==> config.mk <==
export PLATFORM = sky130hd
export DESIGN_NAME = fp_divider_iter
export DESIGN_NICKNAME = d
export VERILOG_FILES = /design/src/rtl/fp_pkg.sv /design/src/rtl/zeroMSBCounter.sv /design/src/rtl/fp_divider_iter.sv
export SDC_FILE = /design/constraint.sdc
export NUM_CORES = 1
export LEC_CHECK = 0
export CAP_MARGIN = 20
export CORE_ASPECT_RATIO = 1.5
export CORE_MARGIN = 2
export CORE_UTILIZATION = 50
export DETAILED_ROUTE_END_ITERATION = 8
export PLACE_DENSITY = 0.68
export SLEW_MARGIN = 20
export SYNTH_ARGS = -nofsm -noshare
export SYNTH_HDL_FRONTEND = slang
export SYNTH_SLANG_ARGS = --single-unit
export TNS_END_PERCENT = 1
==> constraint.sdc <==
create_clock -name clk -period 17.9 [get_ports clk]
set_clock_uncertainty 0.15 [all_clocks]
set_input_delay 2.685 -clock clk [delete_from_list [all_inputs] [get_ports clk]]
set_output_delay 2.685 -clock clk [all_outputs]
set_load 0.05 [all_outputs]
==> src/rtl/fp_pkg.sv <==
// Shared floating-point constants, flag positions and divider state encoding.
// Exponent constants are functions of the format widths so every FP block derives them the same way.
package fp_pkg;

  typedef enum logic [2:0] {
    ST_IDLE   = 3'd0,
    ST_UNPACK = 3'd1,
    ST_DIV    = 3'd2,
    ST_ROUND  = 3'd3,
    ST_DONE   = 3'd4
  } div_state_e;

  localparam int FLAG_INVALID   = 4;
  localparam int FLAG_DIVZERO   = 3;
  localparam int FLAG_OVERFLOW  = 2;
  localparam int FLAG_UNDERFLOW = 1;
  localparam int FLAG_INEXACT   = 0;

  function automatic int exponentBias(input int exp_bits);
    return (32'sd1 <<< (exp_bits - 1)) - 32'sd1;
  endfunction

  function automatic int minBiasedExponent(input int exp_bits);
    return (exp_bits > 0) ? 32'sd1 : 32'sd0;
  endfunction

  function automatic int maxBiasedExponent(input int exp_bits);
    return (32'sd1 <<< exp_bits) - 32'sd2;
  endfunction

  function automatic int infBiasedExponent(input int exp_bits);
    return (32'sd1 <<< exp_bits) - 32'sd1;
  endfunction

  function automatic int nanMantissa(input int mant_bits);
    return 32'sd1 <<< (mant_bits - 1);
  endfunction

endpackage

==> src/rtl/zeroMSBCounter.sv <==
// Counts leading zeros of an N-bit word; an all-zero word returns N.
module zeroMSBCounter #(
  parameter int N = 24
) (
  input  logic [N-1:0]             i_value,
  output logic [$clog2(N+1)-1:0]   o_count
);
  localparam int CW = $clog2(N + 1);

  logic w_found;

  // Scan from the MSB and stop counting at the first set bit.
  always_comb begin
    o_count = '0;
    w_found = 1'b0;
    for (int i = N - 1; i >= 0; i--) begin
      if (w_found) begin
        w_found = 1'b1;
      end else if (i_value[i]) begin
        w_found = 1'b1;
      end else begin
        o_count = o_count + CW'(1);
      end
    end
  end

endmodule

==> src/rtl/fp_divider_iter.sv <==
// Iterative IEEE-754 divider (x / y): one restoring quotient bit per cycle,
// round-to-nearest-even, valid/ready handshakes on both sides.
module fp_divider_iter
  import fp_pkg::*;
#(
  parameter int BITS          = 32,
  parameter int MANTISSA_BITS = 23,
  parameter int EXPONENT_BITS = 8
) (
  input  logic            clk,
  input  logic            rst_n,
  input  logic            in_valid,
  output logic            in_ready,
  input  logic [BITS-1:0] x,
  input  logic [BITS-1:0] y,
  output logic            out_valid,
  input  logic            out_ready,
  output logic [BITS-1:0] out,
  output logic [4:0]      flags
);
  localparam int M    = MANTISSA_BITS;
  localparam int E    = EXPONENT_BITS;
  localparam int MN   = M + 1;
  localparam int QW   = M + 3;
  localparam int EW   = E + 2;
  localparam int CW   = $clog2(MN + 1);
  localparam int CNTW = $clog2(QW);

  localparam logic signed [EW-1:0] BIAS   = EW'(exponentBias(E));
  localparam logic signed [EW-1:0] MIN_E  = EW'(minBiasedExponent(E));
  localparam logic signed [EW-1:0] INF_E  = EW'(infBiasedExponent(E));
  localparam logic signed [EW-1:0] ONE_E  = EW'(1);
  localparam logic signed [EW-1:0] QW_S   = EW'(QW);
  localparam logic [E-1:0]         EXP_ONES = {E{1'b1}};
  localparam logic [M-1:0]         NAN_MANT = M'(nanMantissa(M));
  localparam logic [CNTW-1:0]      CNT_INIT = CNTW'(QW - 1);

  div_state_e              r_state;
  logic                    r_in_ready;
  logic                    r_out_valid;
  logic [BITS-1:0]         r_out;
  logic [4:0]              r_flags;
  logic [BITS-1:0]         r_x;
  logic [BITS-1:0]         r_y;
  logic                    r_sign;
  logic signed [EW-1:0]    r_ez;
  logic [QW-1:0]           r_rem;
  logic [MN-1:0]           r_my;
  logic [QW-1:0]           r_q;
  logic [CNTW-1:0]         r_cnt;

  assign in_ready  = r_in_ready;
  assign out_valid = r_out_valid;
  assign out       = r_out;
  assign flags     = r_flags;

  // ---------------- unpack ----------------
  logic [E-1:0]         w_xe, w_ye;
  logic [M-1:0]         w_xf, w_yf;
  logic                 w_xe_zero, w_ye_zero, w_xe_ones, w_ye_ones;
  logic                 w_x_nan, w_y_nan, w_x_inf, w_y_inf, w_x_zero, w_y_zero;
  logic [MN-1:0]        w_xm, w_ym, w_xm_norm, w_ym_norm;
  logic [CW-1:0]        w_x_lz, w_y_lz;
  logic signed [EW-1:0] w_x_exp, w_y_exp, w_ez;
  logic                 w_sign;

  assign w_xe      = r_x[BITS-2:M];
  assign w_ye      = r_y[BITS-2:M];
  assign w_xf      = r_x[M-1:0];
  assign w_yf      = r_y[M-1:0];
  assign w_xe_zero = (w_xe == '0);
  assign w_ye_zero = (w_ye == '0);
  assign w_xe_ones = (w_xe == EXP_ONES);
  assign w_ye_ones = (w_ye == EXP_ONES);
  assign w_x_nan   = w_xe_ones && (w_xf != '0);
  assign w_y_nan   = w_ye_ones && (w_yf != '0);
  assign w_x_inf   = w_xe_ones && (w_xf == '0);
  assign w_y_inf   = w_ye_ones && (w_yf == '0);
  assign w_x_zero  = w_xe_zero && (w_xf == '0);
  assign w_y_zero  = w_ye_zero && (w_yf == '0);
  assign w_sign    = r_x[BITS-1] ^ r_y[BITS-1];
  assign w_xm      = {~w_xe_zero, w_xf};
  assign w_ym      = {~w_ye_zero, w_yf};

  zeroMSBCounter #(.N(MN)) u_lzc_x (.i_value(w_xm), .o_count(w_x_lz));
  zeroMSBCounter #(.N(MN)) u_lzc_y (.i_value(w_ym), .o_count(w_y_lz));

  assign w_xm_norm = w_xm << w_x_lz;
  assign w_ym_norm = w_ym << w_y_lz;
  assign w_x_exp   = (w_xe_zero ? MIN_E : $signed({2'b00, w_xe})) - $signed({{(EW-CW){1'b0}}, w_x_lz});
  assign w_y_exp   = (w_ye_zero ? MIN_E : $signed({2'b00, w_ye})) - $signed({{(EW-CW){1'b0}}, w_y_lz});
  assign w_ez      = w_x_exp - w_y_exp + BIAS;

  logic            w_spec;
  logic [BITS-1:0] w_spec_out;
  logic [4:0]      w_spec_flags;

  // Special operands bypass the iteration; order matters (NaN-producing cases first).
  always_comb begin
    w_spec       = 1'b1;
    w_spec_out   = '0;
    w_spec_flags = 5'b00000;
    if (w_x_nan || w_y_nan || (w_x_zero && w_y_zero) || (w_x_inf && w_y_inf)) begin
      w_spec_out                 = {1'b0, EXP_ONES, NAN_MANT};
      w_spec_flags[FLAG_INVALID] = 1'b1;
    end else if (w_x_inf) begin
      w_spec_out = {w_sign, EXP_ONES, {M{1'b0}}};
    end else if (w_y_zero) begin
      w_spec_out                 = {w_sign, EXP_ONES, {M{1'b0}}};
      w_spec_flags[FLAG_DIVZERO] = 1'b1;
    end else if (w_y_inf || w_x_zero) begin
      w_spec_out = {w_sign, {(BITS-1){1'b0}}};
    end else begin
      w_spec = 1'b0;
    end
  end

  // ---------------- divide step ----------------
  logic          w_ge;
  logic [QW-1:0] w_trial;

  assign w_ge    = (r_rem >= {2'b00, r_my});
  assign w_trial = r_rem - {2'b00, r_my};

  // ---------------- round ----------------
  logic [QW-1:0]        w_qn, w_qs;
  logic signed [EW-1:0] w_ezn, w_diff, w_epre, w_efin;
  logic [EW-1:0]        w_shamt;
  logic                 w_tiny, w_lost, w_sticky, w_g, w_rb, w_inc, w_hid, w_inexact, w_ovf;
  logic [MN-1:0]        w_mant;
  logic [MN:0]          w_sum;
  logic [M-1:0]         w_frac;
  logic [BITS-1:0]      w_round_out;
  logic [4:0]           w_round_flags;

  // Normalise, denormalise if tiny, then round-to-nearest-even.
  always_comb begin
    if (!r_q[QW-1]) begin
      w_qn  = r_q << 1;
      w_ezn = r_ez - ONE_E;
    end else begin
      w_qn  = r_q;
      w_ezn = r_ez;
    end
    w_tiny  = (w_ezn < MIN_E);
    w_diff  = MIN_E - w_ezn;
    w_shamt = '0;
    if (w_tiny) begin
      if (w_diff > QW_S) begin
        w_shamt = EW'(QW);
      end else begin
        w_shamt = $unsigned(w_diff);
      end
    end else begin
      w_shamt = '0;
    end
    w_qs     = w_qn >> w_shamt;
    w_lost   = |(w_qn & ~({QW{1'b1}} << w_shamt));
    w_sticky = (r_rem != '0) | w_lost;
    w_epre   = w_tiny ? MIN_E : w_ezn;
    w_mant   = w_qs[QW-1:2];
    w_g      = w_qs[1];
    w_rb     = w_qs[0];
    w_inc    = w_g & (w_rb | w_sticky | w_mant[0]);
    w_sum    = {1'b0, w_mant} + {{MN{1'b0}}, w_inc};
    if (w_sum[MN]) begin
      w_efin = w_epre + ONE_E;
      w_frac = w_sum[M:1];
      w_hid  = 1'b1;
    end else begin
      w_efin = w_epre;
      w_frac = w_sum[M-1:0];
      w_hid  = w_sum[M];
    end
    w_inexact     = w_g | w_rb | w_sticky;
    w_ovf         = (w_ezn >= INF_E) || (w_efin >= INF_E);
    w_round_flags = 5'b00000;
    if (w_ovf) begin
      w_round_out                    = {r_sign, EXP_ONES, {M{1'b0}}};
      w_round_flags[FLAG_OVERFLOW]   = 1'b1;
      w_round_flags[FLAG_INEXACT]    = 1'b1;
    end else begin
      w_round_out                    = {r_sign, (w_hid ? w_efin[E-1:0] : {E{1'b0}}), w_frac};
      w_round_flags[FLAG_UNDERFLOW]  = w_tiny & w_inexact;
      w_round_flags[FLAG_INEXACT]    = w_inexact;
    end
  end

  // Control FSM with all datapath registers and registered handshake outputs.
  always_ff @(posedge clk or negedge rst_n) begin
    if (!rst_n) begin
      r_state     <= ST_IDLE;
      r_in_ready  <= 1'b1;
      r_out_valid <= 1'b0;
      r_out       <= '0;
      r_flags     <= 5'b00000;
      r_x         <= '0;
      r_y         <= '0;
      r_sign      <= 1'b0;
      r_ez        <= '0;
      r_rem       <= '0;
      r_my        <= '0;
      r_q         <= '0;
      r_cnt       <= '0;
    end else begin
      case (r_state)
        ST_IDLE: begin
          if (in_valid && r_in_ready) begin
            r_x        <= x;
            r_y        <= y;
            r_in_ready <= 1'b0;
            r_state    <= ST_UNPACK;
          end
        end
        ST_UNPACK: begin
          r_sign <= w_sign;
          if (w_spec) begin
            r_out       <= w_spec_out;
            r_flags     <= w_spec_flags;
            r_out_valid <= 1'b1;
            r_state     <= ST_DONE;
          end else begin
            r_rem   <= {2'b00, w_xm_norm};
            r_my    <= w_ym_norm;
            r_ez    <= w_ez;
            r_q     <= '0;
            r_cnt   <= CNT_INIT;
            r_state <= ST_DIV;
          end
        end
        ST_DIV: begin
          r_q   <= {r_q[QW-2:0], w_ge};
          r_rem <= (w_ge ? w_trial : r_rem) << 1;
          if (r_cnt == '0) begin
            r_state <= ST_ROUND;
          end else begin
            r_cnt <= r_cnt - CNTW'(1);
          end
        end
        ST_ROUND: begin
          r_out       <= w_round_out;
          r_flags     <= w_round_flags;
          r_out_valid <= 1'b1;
          r_state     <= ST_DONE;
        end
        ST_DONE: begin
          if (out_ready) begin
            r_out_valid <= 1'b0;
            r_in_ready  <= 1'b1;
            r_state     <= ST_IDLE;
          end
        end
        default: begin
          r_state     <= ST_IDLE;
          r_in_ready  <= 1'b1;
          r_out_valid <= 1'b0;
        end
      endcase
    end
  end

endmodule

Yosys cells after proc, flatten, opt, wreduce, memory -nomap -nowiden

Index checks and enable logic that the tools add are counted.

Output and inout bits: 39
Bits of input ports: 68
Flip-flop bits (word level): 198
Word-level logic and storage cells: 373

Mux-type cells: 232
Equal/unequal tests: 12
Reduce and logical (&&, ||, !) cells: 36
Shift operators: 4
$add $sub $neg: 56
$lt $le $gt $ge: 5
Bitwise gates (word level): 15

Operator list:

| cell                   | count |
|---|---|
| $mux 5                 | 95 |
| $add 5x1->5 const B    | 44 |
| $mux 32                | 5 |
| $mux 1                 | 106 |
| $pmux 26 s2            | 2 |
| $mux 26                | 3 |
| $pmux 32 s2            | 1 |
| $mux 10                | 5 |
| $shl 24x5->24          | 2 |
| $logic_not 23->1       | 2 |
| $reduce_bool 23->1     | 2 |
| $mux 31                | 1 |
| $and 26x26->26         | 1 |
| $ge 26x24->1           | 1 |
| $not 26->26            | 1 |
| $reduce_bool 26->1     | 1 |
| $reduce_or 26->1       | 1 |
| $shl 26x10->26 const A | 1 |
| $shr 26x10->26         | 1 |
| $add 24x1->25          | 1 |
| $mux 25                | 1 |
| $sub 25x24->25         | 1 |
| $mux 8                 | 3 |
| $mux 23                | 1 |
| other kinds (35)       | 78 |

Depth between registers and ports, before layout

Gate-level depths: netlist of the first run.

Word-level depth: 74
Mapped depth: 79
Depth with buffers taken out: 78

Hierarchy

From an unflattened synthesis of the first run, not the netlist that was laid out.

Cell total of the unflattened synthesis: 2775
Area total of the unflattened synthesis: 22056.2 um2

By module, submodules not included:

| module          | cells each | area an instance (um2) | times used | seq. area each (um2) |
|---|---|---|---|---|
| fp_divider_iter | 2059       | 16938.7                | 1          | 4956.0 |
| zeroMSBCounter  | 358        | 2558.7                 | 2          | 0.0 |

Worst setup path before layout of the first run

Ideal clock, no wire load.

Kind: register to register
Start point: register r_x[23]
End point: register r_ez[9]
Stages on the path, launching flop included: 71
Required time: 17667 ps
Clock period less this slack: 13684 ps
Library setup time: 83 ps
Slack: 4216 ps
Buffers on the path: 1
Arrival: 13451 ps
Cell sequence: dfrtp_1 > or4_1 > nor3_1 > clkbuf_1 > and2_1 > ha_1 > o21a_1 > ha_1 > or4_1 > o211ai_1 > a21boi_0 > ha_1 > o211ai_1 > a21oi_1 > ha_1 > nand2_1 > nand3_1 > ha_1 > [35 not listed] > a21boi_0 > o22ai_1 > a22oi_1 > mux2i_1 > xnor2_1 > inv_2 > ha_1 > xnor2_1 > ha_1 > ha_1 > a21o_1 > a21o_1 > a21oi_1 > o21bai_1 > a21oi_1 > xor2_1 > nand2_1 > o21ai_0

Cells in the longest elaborated chain, start to end: 74
Elaborated cells on any way between the ends: 113
Classes of those cells: 26 x add/sub; 1 x eq/ne; 74 x mux; 1 x bitwise; 11 x reduce/logical

Ends and longest elaborated chain:

| element                  | line                   | text |
|---|---|---|
| start: declaration       | fp_divider_iter.sv:43  | `logic [BITS-1:0] r_x;` |
| start signal: assignment | fp_divider_iter.sv:197 | `r_x <= '0;` |
| start signal: assignment | fp_divider_iter.sv:209 | `r_x <= x;` |
| $logic_not 8->1          | fp_divider_iter.sv:71  | `assign w_xe_zero = (w_xe == '0);` |
| $mux 1                   | zeroMSBCounter.sv:19   | `end else if (i_value[i]) begin` |
| $add 1x1->2              | zeroMSBCounter.sv:22   | `o_count = o_count + CW'(1);` |
| $mux 5                   | zeroMSBCounter.sv:19   |  |
| $mux 5                   | zeroMSBCounter.sv:17   | `if (w_found) begin` |
| $add 5x1->5              | zeroMSBCounter.sv:22   |  |
| $mux 5                   | zeroMSBCounter.sv:19   |  |
| $mux 5                   | zeroMSBCounter.sv:17   |  |
| [58 not listed]          | -                      |  |
| $mux 5                   | zeroMSBCounter.sv:19   |  |
| $mux 5                   | zeroMSBCounter.sv:17   |  |
| $add 5x1->5              | zeroMSBCounter.sv:22   |  |
| $mux 5                   | zeroMSBCounter.sv:19   |  |
| $mux 5                   | zeroMSBCounter.sv:17   |  |
| $sub 8x5->9              | fp_divider_iter.sv:90  | `assign w_x_exp = (w_xe_zero ? MIN_E : $signed({2'b00, w_xe})) - $signed({{(EW-CW){1'b0}}, w_x_lz});` |
| $sub 9x9->10             | fp_divider_iter.sv:92  | `assign w_ez = w_x_exp - w_y_exp + BIAS;` |
| $add 10x8->10            | fp_divider_iter.sv:92  |  |
| end signal: assignment   | fp_divider_iter.sv:225 | `r_ez <= w_ez;` |
| end: declaration         | fp_divider_iter.sv:46  | `logic signed [EW-1:0] r_ez;` |

Parallel ways exist; a longest one is shown, timed or not.
A chain may end at the register's enable or synchronous reset.

Worst setup path in the final report of the first run

Start point: register r_x[24]
End point: register r_ez[9]

Same word-level chain as after synthesis.

==> impl_metrics.py, run 1 <==
metrics = {
    "timing": {
        "finalHoldViolCount": 0,
        "finalSetupViolCount": 0,
        "period_needed_ps": 15780,
        "finalCritPeriodShare_pct": 88.18,
        "rsz0062_at_grt": "false",
        "hold_ws_ps": 331.6,
        "maxSlewHeadroom_pct": 19.00,
        "fmax_ghz": 0.06335,
        "finalWorstSetupSlack_ps": 2115,
        "tightest_slew_ps": 1209,
        "timing.setup.tns_ps": 0,
        "slew_violations": 0,
    },
    "pwr": {
        "combPwrFrac_pct": 67.4,
        "p_sw_share_pct": 54.62,
        "power_uw": 4195,
        "power.density_mw_per_mm2": 178.3,
        "power.switching_uw": 2291,
        "intPower_uw": 1904,
        "peakVddDrop_mv": 0.1067,
        "p_leak_uw": 0.009530,
        "p_clk_share_pct": 10.6,
        "pwr-share-seq_pct": 22.0,
    },
    "drt": {
        "dr.pass1.iters": 7,
        "vias": 21383,
        "first_iter_violations": 1587,
        "via_per_inst": 6.321,
        "drc_errors": 0,
        "totalWireLength_mm": 70.02,
        "drtAntennaViolNets": 0,
        "wl_per_cell_um": 20.70,
    },
    "clock_network": {
        "postCtsSetupBuffers": 0,
        "post_cts_resized": 0,
        "cts_buffer_depth": 2,
        "hold_buffers": 0,
        "clock_latency_ps": 490,
        "htree_levels": 4,
        "cts_tree": "built",
        "cts.sinks": 198,
        "path_clk_slew_ps": 90,
        "clock-root-buffer": "clkbuf_16",
        "cts_buffers": 17,
    },
    "placement": {
        "place_inst": 3351,
        "dpl_worst_slack_ps": 2294,
        "dp_hpwl_mm": 54.03,
        "portBuffers": 106,
        "routabilityCongestion": 0.9886,
    },
    "worst_setup_path": {
        "cp_slowest_cell": "nor4_1",
        "cp.depth": 67,
        "worstSetupPathType": "flip-flop to flip-flop",
        "start_kind": "flip-flop",
        "max_stage_delay_ps": 900,
        "cp_top_family": "compound AO/OA/AOI/OAI gates",
        "crit_arrival_ps": 16040,
        "ff2ff_path_depth": 67,
        "end_kind": "flip-flop",
        "cp_num_buf_inv": 1,
        "crit_start": "r_x[24]",
        "r2r-start": "r_x[24]",
        "r2r-end": "r_ez[9]",
        "cp_common_cell": "ha_1",
        "crit_end": "r_ez[9]",
        "cp_data_required_time_ps": 18150,
        "rrSetupSlack_ps": 2120,
        "critPathMaxFanout": 10,
    },
    "die": {
        "die_x_um": 173.2,
        "pin_count": 107,
        "die_area_mm2": 0.04467,
        "core_area_mm2": 0.04270,
        "initial_core_util_pct": 50.31,
        "fp-row-count": 93,
        "die_y_um": 257.9,
    },
    "finish": {
        "area_growth_pct": 9.546,
        "final_cells": 3383,
        "seqCellArea_mm2": 0.004956,
        "drive_above_1_share_pct": 7.003,
        "multi_input_area_mm2": 0.01542,
        "finalNetCount": 2972,
        "diodes": 0,
        "fill_cells": 4161,
    },
    "yosys": {
        "yosys.cell_count.top_type": "nand2_1",
        "postSynthCellCount": 2821,
        "synth_nets": 2993,
        "synth.cell_area_mm2": 0.02148,
        "yosysTopAreaCellShare_pct": 22.95,
        "synth_largest_area_cell": "dfrtp_1",
        "synthArstFlopShare_pct": 100.0,
        "yosys_warnings": 0,
        "avgSynthCellArea_um2": 7.615,
        "ys_ff_latch": 198,
        "synth_area_leaders": "dfrtp_1 23%, nand2_1 6.0%, ha_1 5.8%, mux2i_1 5.7%, o21ai_0 5.0%",
        "yosysUniqueCellTypes": 104,
        "synth-main-ff-cell": "dfrtp_1",
        "synthTopCellsByCount": "344 x nand2_1, 241 x nor2_1, 213 x o21ai_0",
        "synth_edf_count": 0,
        "yosysSeqAreaShare_pct": 23.07,
    },
    "global_routing": {
        "grtUsageTotal_pct": 31.02,
        "grt_pass1_vias": 20940,
        "grt_max_degree": 78,
        "grt_antenna_before_repair": 0,
        "gr-total-overflow": 0,
        "grt_pass1_wl_mm": 112.0,
    },
    "flow_run": {
        "drv_cap": 0,
    },
    "run_status": {
        "status": "finished, final reports clean",
    },
    "hold_path": {
        "hp-class": "flip-flop to flip-flop",
    },
}
==> cells in the final DEF, fill, tap and decap left out, types with 73 or more instances in the layout <==
cell type and instances:
ha_1 100, a21oi_1 180, nand3_1 73, mux2_2 73, inv_1 115, o21ai_0 212
xnor2_1 111, nor3_1 88, mux2i_1 123, clkdlybuf4s50_1 105, dfrtp_1 197, nand2_1 344
nor2_1 239
==> per-stage QoR <==
stage / area (µm²) / util (%)
5_1_grt: 23530 / 55.11
3_3_place_gp: 22850 / 53.51
6_report: 23530 / 55.11
4_1_cts: 23520 / 55.08
3_5_place_dp: 22850 / 53.51
2_1_floorplan: 21480 / -
==> registers in the layout, summed over array words and instances (netlist names), 10 cells and up <==
signal  flops
r_ez       10
r_x        32
out        32
r_y        32
r_my       24
r_rem      26
r_q        26
==> cell type report <==
class,instances,area share (%)
multi-input combinational,2323,65.52
sequential,198,21.06
clock inverter,15,1.042
tap,570,3.030
clock buffer,17,1.808
timing repair buffer,141,5.641
inverter,119,1.898
==> worst register-to-register path: cells and delay by family, from the launching register on <==
kind	cells	cell delay (ps)
compound gates	29	5540
fa+ha+maj	15	4760
simple gates	15	3310
xor+xnor	3	860
flops	1	450
mux	4	390
buf+inv	1	240
==> worst min-delay path by stage <==
| stage | startpoint | to | cells after the start |
|---|---|---|---|
| after detailed placement | flags[2] | flags[2] | 2 |
| after global placement | flags[2] | flags[2] | 2 |
| after CTS | r_my[11] | r_my[11] | 2 |
| final | flags[2] | flags[2] | 2 |
| after floorplan | r_my[10] | r_my[10] | 2 |
| after global routing | out[21] | out[21] | 1 |
==> power by group through the flow <==
stage / sequential [µW] / clock (µW) / combinational (µW)
floorplan: 865 / 0 / 2030
global placement: 920 / 0 / 2740
detailed placement: 927 / 0 / 2770
CTS: 919 / 454 / 2790
global route: 958 / 470 / 3090
finish: 925 / 445 / 2830
==> metal layers <==
metal  share of wire, %  up-vias  track usage (%)
met2                 52      739            57.26
met5                  0        -                0
met1                 37    10175            33.34
li1                   -    10226                -
met4                7.0        0            20.65
met3                3.8      243            3.313
==> cell families (layout without fill, tap and decap cells) <==
logic type      Yosys count  count (layout)  synth area share, %
compound gates          800             800                24.02
xor+xnor                174             174                7.787
fa+ha+maj               113             113                6.616
buf+inv                 300             292                5.545
flops                   198             198                23.07
mux                     196             196                9.557
simple gates           1040            1040                23.41
Note: power is estimated with default switching activity, not from simulation.
==> run 2, diff against run 1 <==
--- a/config.mk
+++ b/config.mk
@@ -8,9 +8,10 @@
 export CAP_MARGIN = 20
 export CORE_ASPECT_RATIO = 1.5
 export CORE_MARGIN = 2
-export CORE_UTILIZATION = 50
+export CORE_UTILIZATION = 65
 export DETAILED_ROUTE_END_ITERATION = 8
-export PLACE_DENSITY = 0.68
+export PLACE_DENSITY = 0.85
+export REMOVE_ABC_BUFFERS = 1
 export SLEW_MARGIN = 20
 export SYNTH_ARGS = -nofsm -noshare
 export SYNTH_HDL_FRONTEND = slang
==> constraint.sdc (replaced) <==
create_clock -name clk -period 18.89 [get_ports clk]
set_clock_uncertainty 0.15 [all_clocks]
set_input_delay 2.8335 -clock clk [delete_from_list [all_inputs] [get_ports clk]]
set_output_delay 2.8335 -clock clk [all_outputs]
set_load 0.05 [all_outputs]
==> run 2 against run 1 <==
Utilization rose by 16 points; sequential share of layout area rose by 0.25 points; worst setup slack improved by 970 ps; cell count fell by 4.7%; via count rose by 3.6%; combinational power fell by 4%; routed wire length fell by 0.54%; critical path type unchanged; largest cell class unchanged; highest routed layer unchanged.
==> impl_metrics.py, run 2 (synthesis results as in run 1) <==
metrics = {
    "global_routing": {
        "grt_antenna_before_repair": 0,
        "grt_pass1_wl_mm": 111.2,
        "grt_max_degree": 105,
        "grtUsageTotal_pct": 39.60,
        "grt_pass1_vias": 21625,
        "gr-total-overflow": 0,
    },
    "hold_path": {
        "hp-class": "flip-flop to flip-flop",
    },
    "clock_network": {
        "hold_buffers": 0,
        "post_cts_resized": 0,
        "cts.sinks": 198,
        "clock-root-buffer": "clkbuf_16",
        "path_clk_slew_ps": 90,
        "clock_latency_ps": 480,
        "htree_levels": 4,
        "cts_tree": "built",
        "cts_buffer_depth": 2,
        "cts_buffers": 17,
        "postCtsSetupBuffers": 0,
    },
    "timing": {
        "period_needed_ps": 15800,
        "timing.setup.tns_ps": 0,
        "finalSetupViolCount": 0,
        "rsz0062_at_grt": "false",
        "finalHoldViolCount": 0,
        "finalCritPeriodShare_pct": 83.65,
        "fmax_ghz": 0.06329,
        "maxSlewHeadroom_pct": 27.91,
        "slew_violations": 0,
        "tightest_slew_ps": 1071,
    },
    "finish": {
        "final_cells": 3225,
        "drive_above_1_share_pct": 6.868,
        "diodes": 0,
        "layout_common_cells": "344 x nand2_1, 239 x nor2_1, 213 x o21ai_0, 197 x dfrtp_1, 180 x a21oi_1",
        "area_growth_pct": 8.265,
        "finalNetCount": 2969,
        "final_core_util_pct": 71.27,
        "layout_commonest_cell": "nand2_1",
        "fill_cells": 2665,
    },
    "drt": {
        "drtAntennaViolNets": 0,
        "totalWireLength_mm": 69.65,
        "vias": 22150,
        "first_iter_violations": 2089,
        "via_per_inst": 6.868,
        "wl_per_cell_um": 21.60,
        "drc_errors": 0,
        "dr.pass1.iters": 8,
    },
    "worst_setup_path": {
        "cp_slowest_cell": "nor4_1",
        "end_kind": "flip-flop",
        "worstSetupPathType": "flip-flop to flip-flop",
        "cp_num_buf_inv": 1,
        "max_stage_delay_ps": 810,
        "start_kind": "flip-flop",
        "crit_arrival_ps": 16060,
        "critPathMaxFanout": 10,
        "cp_common_cell": "ha_1",
        "cp_top_family": "compound AO/OA/AOI/OAI gates",
        "cp_data_required_time_ps": 19150,
    },
    "pwr": {
        "power.density_mw_per_mm2": 171.6,
        "peakVddDrop_mv": 0.09330,
        "combPwrFrac_pct": 67.8,
        "intPower_uw": 1796,
        "pwr-share-seq_pct": 22.2,
        "power.switching_uw": 2194,
        "p_leak_uw": 0.009489,
        "p_clk_share_pct": 10.0,
        "p_sw_share_pct": 54.99,
    },
    "placement": {
        "dp_hpwl_mm": 52.97,
        "place_inst": 3193,
        "routabilityCongestion": 1.035,
        "portBuffers": 106,
    },
    "die": {
        "initial_core_util_pct": 65.83,
        "fp-row-count": 81,
        "die_x_um": 152.4,
        "die_y_um": 226.7,
        "pin_count": 107,
        "die_area_mm2": 0.03455,
        "core_area_mm2": 0.03263,
    },
    "flow_run": {
        "drv_cap": 0,
    },
    "run_status": {
        "status": "finished, final reports clean",
    },
}
==> run 2: final cells by class <==
cell class	instances	area, µm²	share of cell area (%)
Sequential cell	198	4956	21.31
Tap cell	415	519.2	2.232
Inverter	119	446.7	1.920
Clock inverter	14	186.4	0.8015
Timing Repair Buffer	138	1305	5.611
Multi-Input combinational cell	2323	15420	66.28
Clock buffer	18	429.2	1.845
==> run 2: metrics by stage <==
stage               hold WS, ps  power, µW  instance area, µm²  setup slack, ps
finish                    329.7       3990               23260             3089
global route              382.9       4247               23260             1967
CTS                       334.1       3901               23250             3377
detailed placement        318.0       3487               22630             3546
global placement          309.8       3409               22630             4215
floorplan                 298.5       2669               20740             3600
==> run 2: power groups by stage <==
stage | registers [µW] | clock network, µW | logic, µW
detailed placement | 878 | 0 | 2610
floorplan | 883 | 0 | 1790
global route | 910 | 417 | 2920
global placement | 868 | 0 | 2540
finish | 885 | 399 | 2710
CTS | 870 | 400 | 2630
==> run 2: routing by layer <==
metal	vias up	GRT usage, %	wire length, µm
met2	1098	73.02	35510
met5	-	0	0
met1	10483	40.83	24580
met4	0	29.06	5652
li1	10208	-	-
met3	361	5.715	3913
==> run 2: worst register-to-register path, delay by kind of cell (launching register included) <==
kind            cells  cell delay [ps]
flops               1              450
xor+xnor            3              960
simple gates       15             3290
mux                 4              370
buf+inv             1              230
fa+ha+maj          15             4810
compound gates     29             5490
==> run 2: final timing paths <==
path                       startpoint       end  slack [ps]  depth (start not counted)
setup / recovery              r_x[24]   r_ez[9]        3090                         67
hold / removal               r_my[11]  r_my[11]         330                          2
setup reg to reg              r_x[24]   r_ez[9]        3090                         67
hold reg to reg              r_my[11]  r_my[11]         330                          2
max in group asynchronous       rst_n  r_my[23]       14910                          2
min in group asynchronous       rst_n   out[16]        2250                          1
